**config.mk**
```make
export PLATFORM = sky130hd
export DESIGN_NAME = simd_alu_cmd_issuer
export DESIGN_NICKNAME = d
export VERILOG_FILES = /design/src/rtl/simd_alu_cmd_issuer.sv
export SDC_FILE = /design/constraint.sdc
export NUM_CORES = 2
export LEC_CHECK = 0
export CAP_MARGIN = 0
export CORE_MARGIN = 10
export CORE_UTILIZATION = 29
export DETAILED_ROUTE_END_ITERATION = 8
export PLACE_DENSITY = 0.44
export SLEW_MARGIN = 10
export SYNTH_ARGS = -nofsm -noshare
export SYNTH_HDL_FRONTEND = slang
export SYNTH_SLANG_ARGS = --single-unit
```
**constraint.sdc**
```tcl
create_clock -name clk_i -period 57.4 [get_ports clk_i]
set_clock_uncertainty 0.1 [all_clocks]
set_input_delay 5.74 -clock clk_i [delete_from_list [all_inputs] [get_ports clk_i]]
set_output_delay 5.74 -clock clk_i [all_outputs]
set_load 0.01 [all_outputs]
```
**src/rtl/simd_alu_cmd_issuer.sv**
```systemverilog
// In-order command issuer and result collector for the external SIMD ALU.
// Define SIMD_ALU_CMD_ISSUER_OVF_EN to store and return per-byte overflow flags.
module simd_alu_cmd_issuer #(
  parameter int SIMD_DATA_WIDTH = 256,
  parameter int SIMD_OPC_WIDTH  = 6,
  parameter int TAG_WIDTH       = 4,
  parameter int CMD_DEPTH       = 4,
  parameter int RES_DEPTH       = 4
) (
  input  logic                         clk_i,
  input  logic                         rst_n_i,
  input  logic                         cmd_valid_i,
  output logic                         cmd_ready_o,
  input  logic [SIMD_DATA_WIDTH-1:0]   cmd_a_i,
  input  logic [SIMD_DATA_WIDTH-1:0]   cmd_b_i,
  input  logic [SIMD_OPC_WIDTH-1:0]    cmd_opcode_i,
  input  logic [TAG_WIDTH-1:0]         cmd_tag_i,
  output logic [SIMD_DATA_WIDTH-1:0]   alu_a_o,
  output logic [SIMD_DATA_WIDTH-1:0]   alu_b_o,
  output logic [SIMD_OPC_WIDTH-1:0]    alu_opcode_o,
  input  logic [SIMD_DATA_WIDTH-1:0]   alu_out_i,
  input  logic [SIMD_DATA_WIDTH/8-1:0] alu_ovf_i,
  output logic                         res_valid_o,
  input  logic                         res_ready_i,
  output logic [SIMD_DATA_WIDTH-1:0]   res_data_o,
  output logic [SIMD_DATA_WIDTH/8-1:0] res_ovf_o,
  output logic [TAG_WIDTH-1:0]         res_tag_o,
  output logic                         busy_o
);
  localparam int DW  = SIMD_DATA_WIDTH;
  localparam int OW  = SIMD_DATA_WIDTH / 8;
  localparam int CAW = $clog2(CMD_DEPTH);
  localparam int RAW = $clog2(RES_DEPTH);
  localparam int CCW = CAW + 1;
  localparam int RCW = RAW + 1;
  localparam int SW  = RAW + 2;

  typedef struct packed {
    logic [DW-1:0]             a;
    logic [DW-1:0]             b;
    logic [SIMD_OPC_WIDTH-1:0] op;
    logic [TAG_WIDTH-1:0]      tag;
  } cmd_t;

  typedef struct packed {
    logic                 v;
    logic [TAG_WIDTH-1:0] tag;
  } stg_t;

  cmd_t                 cmd_mem [CMD_DEPTH];
  logic [DW-1:0]        rdat_mem [RES_DEPTH];
  logic [TAG_WIDTH-1:0] rtag_mem [RES_DEPTH];

  logic [CAW-1:0] cwr_q, cwr_d, crd_q, crd_d;
  logic [CCW-1:0] ccnt_q, ccnt_d;
  logic [RAW-1:0] rwr_q, rwr_d, rrd_q, rrd_d;
  logic [RCW-1:0] rcnt_q, rcnt_d;
  stg_t           s0_q, s0_d, s1_q;
  logic [DW-1:0]  a_q, a_d, b_q, b_d;
  logic [SIMD_OPC_WIDTH-1:0] op_q, op_d;

  logic          push, issue, cap, pop;
  logic [1:0]    infl;
  logic [SW-1:0] credit;
  cmd_t          head;

  assign head   = cmd_mem[crd_q];
  assign infl   = {1'b0, s0_q.v} + {1'b0, s1_q.v};
  assign credit = SW'(infl) + SW'(rcnt_q);

  assign cmd_ready_o = rst_n_i && (ccnt_q != CCW'(CMD_DEPTH));
  assign push        = cmd_valid_i && cmd_ready_o;
  // Credit counts both in-flight slots so a capture never hits a full FIFO
  assign issue       = (ccnt_q != '0) && (credit < SW'(RES_DEPTH));
  assign cap         = s1_q.v;
  assign res_valid_o = (rcnt_q != '0);
  assign pop         = res_valid_o && res_ready_i;

  always_comb begin
    cwr_d  = cwr_q + CAW'(push);
    crd_d  = crd_q + CAW'(issue);
    ccnt_d = ccnt_q + CCW'(push) - CCW'(issue);
    rwr_d  = rwr_q + RAW'(cap);
    rrd_d  = rrd_q + RAW'(pop);
    rcnt_d = rcnt_q + RCW'(cap) - RCW'(pop);
    s0_d   = '{v: issue, tag: head.tag};
    a_d    = issue ? head.a  : a_q;
    b_d    = issue ? head.b  : b_q;
    op_d   = issue ? head.op : op_q;
  end

  always_ff @(posedge clk_i or negedge rst_n_i) begin
    if (!rst_n_i) begin
      cwr_q  <= '0;
      crd_q  <= '0;
      ccnt_q <= '0;
      rwr_q  <= '0;
      rrd_q  <= '0;
      rcnt_q <= '0;
      s0_q   <= '0;
      s1_q   <= '0;
      a_q    <= '0;
      b_q    <= '0;
      op_q   <= '0;
    end else begin
      cwr_q  <= cwr_d;
      crd_q  <= crd_d;
      ccnt_q <= ccnt_d;
      rwr_q  <= rwr_d;
      rrd_q  <= rrd_d;
      rcnt_q <= rcnt_d;
      s0_q   <= s0_d;
      s1_q   <= s0_q;
      a_q    <= a_d;
      b_q    <= b_d;
      op_q   <= op_d;
    end
  end

  always_ff @(posedge clk_i) begin
    if (push) begin
      cmd_mem[cwr_q] <= '{a: cmd_a_i, b: cmd_b_i,
                          op: cmd_opcode_i, tag: cmd_tag_i};
    end
    if (cap) begin
      rdat_mem[rwr_q] <= alu_out_i;
      rtag_mem[rwr_q] <= s1_q.tag;
    end
  end

`ifdef SIMD_ALU_CMD_ISSUER_OVF_EN
  logic [OW-1:0] rovf_mem [RES_DEPTH];

  always_ff @(posedge clk_i) begin
    if (cap) begin
      rovf_mem[rwr_q] <= alu_ovf_i;
    end
  end

  assign res_ovf_o = res_valid_o ? rovf_mem[rrd_q] : '0;
`else
  logic unused_ovf;

  assign unused_ovf = ^alu_ovf_i;
  assign res_ovf_o  = '0;
`endif

  assign res_data_o   = res_valid_o ? rdat_mem[rrd_q] : '0;
  assign res_tag_o    = res_valid_o ? rtag_mem[rrd_q] : '0;
  assign alu_a_o      = a_q;
  assign alu_b_o      = b_q;
  assign alu_opcode_o = op_q;
  assign busy_o       = (ccnt_q != '0) || (infl != 2'd0) || (rcnt_q != '0);
endmodule
```
==> qor.csv <==
stage,metric,value,unit
die,initial cell density of the core,0.291,
logic_synthesis,Avg Inst Size Synth,24.2,um2
grt,GR Util All Layers,0.170,
worst_hold_path,hold endpoint,s1_q[1]$_DFF_PN0_,
finish,Final Core Density,0.369,
timing,setup TNS,0,ns
drt,Detailed Route Iter0 Violations,3827,
setup_path,"Data required, critical path",51.56,ns
timing,RSZ-0062 raised after global routing,false,
drt,ANT nets after route,0,
setup_path,"CP delay by family, top",buffers and inverters,
setup_path,worst reg2reg path endpoint,alu_a_o[101]$_DFFE_PN0P_,
logic_synthesis,Synth top area share,0.696,
logic_synthesis,Synth Instances,5571,
timing,Fmax achieved,0.0790,GHz
logic_synthesis,async set-or-reset flop fraction in the synthesized netlist,0.148,
worst_hold_path,worst min-delay path startpoint,s0_q[1]$_DFF_PN0_,
setup_path,CP bufs+invs,2,
timing,Final period util,0.221,
place,GPL Wtd Cong,0.771,
timing,slew margin rel.,0.260,
cts,Longest Clk Path Bufs,4,
cts,TritonCTS buffer count,408,
die,core area,464000,um2
grt,largest net degree at the start of global routing,122,
logic_synthesis,"EDFF count, synth",3128,
setup_path,number of cells on the critical path,3,
power,peak supply drop,61.1,uV
cts,Clock Latency Late Sink,1.00,ns
timing,Final Setup Violations,0,
die,Ports,1627,
cts,post-cts repair resize count,0,
drt,vias per inst,4.56,
setup_path,critical path arrival,6.82,ns
grt,vias in the first global route,68700,
worst_hold_path,hold path cells,0,
finish,area of the multi-input gates,25600,um2
die,Die Ht,702,um
power,static leakage,55.9,nW
place,HPWL Detailed,292,mm
setup_path,CP Capture Type,primary output,
cts,Clock Pin Slew Worst Setup and Hold Paths,0.05,ns
setup_path,max incr delay on CP,0.66,ns
setup_path,slowest stage cell on the critical path,clkdlybuf4s50_1,
logic_synthesis,Post-synth top cells,"edfxtp_1 (3128), mux4_2 (782), dfrtp_1 (542)",
timing,Max Transition Viols Final,0,
grt,first-pass GRT wire length,586,mm
logic_synthesis,Netlist cell types,26,
drt,Post-Route WL,433,mm
setup_path,R2R Setup Slk,51.95,ns
logic_synthesis,sequential share of the synthesized area,0.797,
finish,synth-to-layout area growth,26.8,%
power,PwrDens,55.5,nW/um2
cts,CTS tree,done,
cts,H-tree depth,5,
timing,"Min Clock Period, post-route",12.66,ns
grt,grt ovf,0,
setup_path,nature of the critical path startpoint,input pin,
setup_path,critical path class,in -> out,
timing,final number of hold-violating endpoints,0,
finish,Seq. cell area,108000,um2
logic_synthesis,largest area contributor in the netlist,edfxtp_1,
worst_hold_path,HP Class,reg -> reg,
die,num rows,250,
logic_synthesis,Syn. warnings,0,
grt,initial antenna violation count,341,
place,I/O Buffers,1562,
cts,TritonCTS Sinks,3670,
cts,Root Driver,clkbuf_16,
setup_path,r2r startpoint,cap$_DFF_PN0_,
cts,CTS Hold Bufs,0,
finish,layout net count,8228,
die,Die W,702,um
setup_path,CP Cell Sequence,"buf_8, o31a_1, clkdlybuf4s50_1",
logic_synthesis,post-synthesis cell area,135000,um2
die,die area,493000,um2
setup_path,crit path max fanout,4,
drt,Pre-antenna DRT Iters,5,
logic_synthesis,"flops & latches, synth",3670,
timing,Least-Margin Pin Slew,1.11,ns
logic_synthesis,most common cell in the netlist,edfxtp_1,
setup_path,r2r worst-path depth,9,
finish,fillers,42500,
logic_synthesis,synth top area cells,"edfxtp_1 (70%), mux4_2 (13%), dfrtp_1 (10%)",
drt,DRC,0,
drt,routed vias,63900,
finish,layout cell share with drive strength beyond 1,0.261,
flow_run,max-cap viol count,0,
cts,"Setup Fix Bufs, Post-CTS",0,
logic_synthesis,Most used DFF post-synth,edfxtp_1,
run_status,status,completed,
drt,drt wl/cell,30.9,um
[metal layers]
metal	wire [um]	GRT usage
met1	146000	0.175
met2	225000	0.302
met3	46700	0.0836
met4	14400	0.0552
met5	961	0
[cell usage in the layout, fill, tap and decap left out, drive strengths merged, types with 18 or more instances in the layout]
master	Yosys	final
edfxtp	3128	3128
clkdlybuf4s50	0	1561
mux4	782	782
clkbuf	87	551
dfrtp	542	542
mux2	518	518
and2	261	261
clkinv	1	166
buf	204	119
diode	0	95
conb	1	32
bufinv	0	31
inv	10	18
[report_power, final]
| group | internal [W] | switching [W] | total [W] | leakage, nW |
|---|---|---|---|---|
| clock network | 0.00151 | 0.00107 | 0.00259 | 6.52 |
| logic | 0.00159 | 0.00164 | 0.00323 | 14.6 |
| registers | 0.00347 | 0.000218 | 0.00368 | 34.8 |
[worst register-to-register path: cells and delay by family (launching register included)]
kind                       cells  cell delay (ns)
DFF                            1             0.43
muxes                          1             0.47
buffers and inverters          4             3.15
and+or+nand+nor                2             0.72
adders and majority gates      2             0.48
[flip-flops by register name, summed over array words and instances (netlist names)]
register and flops:
cmd_mem 2088, rdat_mem 1024, alu_a_o 256, alu_b_o 256, rtag_mem 16, alu_opcode_o 6, s0_q 5, s1_q 4
ccnt_q 3, rcnt_q 3, crd_q 2, cwr_q 2, rrd_q 2, rwr_q 2, cap 1
[cells by family (layout without fill, tap and decap cells)]
| logic type | after synthesis | after routing | share of synthesized area |
|---|---|---|---|
| AOI/OAI and AO/OA | 2 | 2 | 0.000130 |
| buffers and inverters | 302 | 2453 | 0.0148 |
| DFF | 3670 | 3670 | 0.797 |
| and+or+nand+nor | 275 | 275 | 0.0128 |
| adders and majority gates | 13 | 13 | 0.00132 |
| other | 1 | 127 | 0.0000278 |
| xor gates and xnor gates | 8 | 8 | 0.000519 |
| muxes | 1300 | 1300 | 0.174 |
[worst max-delay path by stage]
stage	from	endpoint
3_3_place_gp	rst_n_i	cmd_ready_o
5_1_grt	rst_n_i	cmd_ready_o
4_1_cts	rst_n_i	cmd_ready_o
2_1_floorplan	rst_n_i	cmd_mem[1][0]$_DFFE_PP_
6_report	rst_n_i	cmd_ready_o
3_5_place_dp	rst_n_i	cmd_ready_o
[per-stage QoR]
step                      area (um2)  hold WS [ns]  instances  setup WS, ns  power [W]
final                         171000         0.245      14000         44.74    0.00950
after global routing          171000         0.270      14000         44.61    0.00997
after CTS                     171000         0.251      13900         44.62    0.00972
after detailed placement      158000         0.240      13200         44.62    0.00709
after global placement        158000         0.233      13200         44.63    0.00707
after floorplan               135000         0.231       5602         11.61    0.00575
[final cells by class]
cell class                      count  area share
Antenna cell                       95     0.00139
Clock buffer                      551      0.0657
Clock inverter                    211      0.0123
Inverter                           11    0.000271
Multi-Input combinational cell   1630       0.150
Sequential cell                  3670       0.628
Tap cell                         6174      0.0451
Timing Repair Buffer             1680      0.0973
Note: power is estimated with default switching activity, not from simulation.
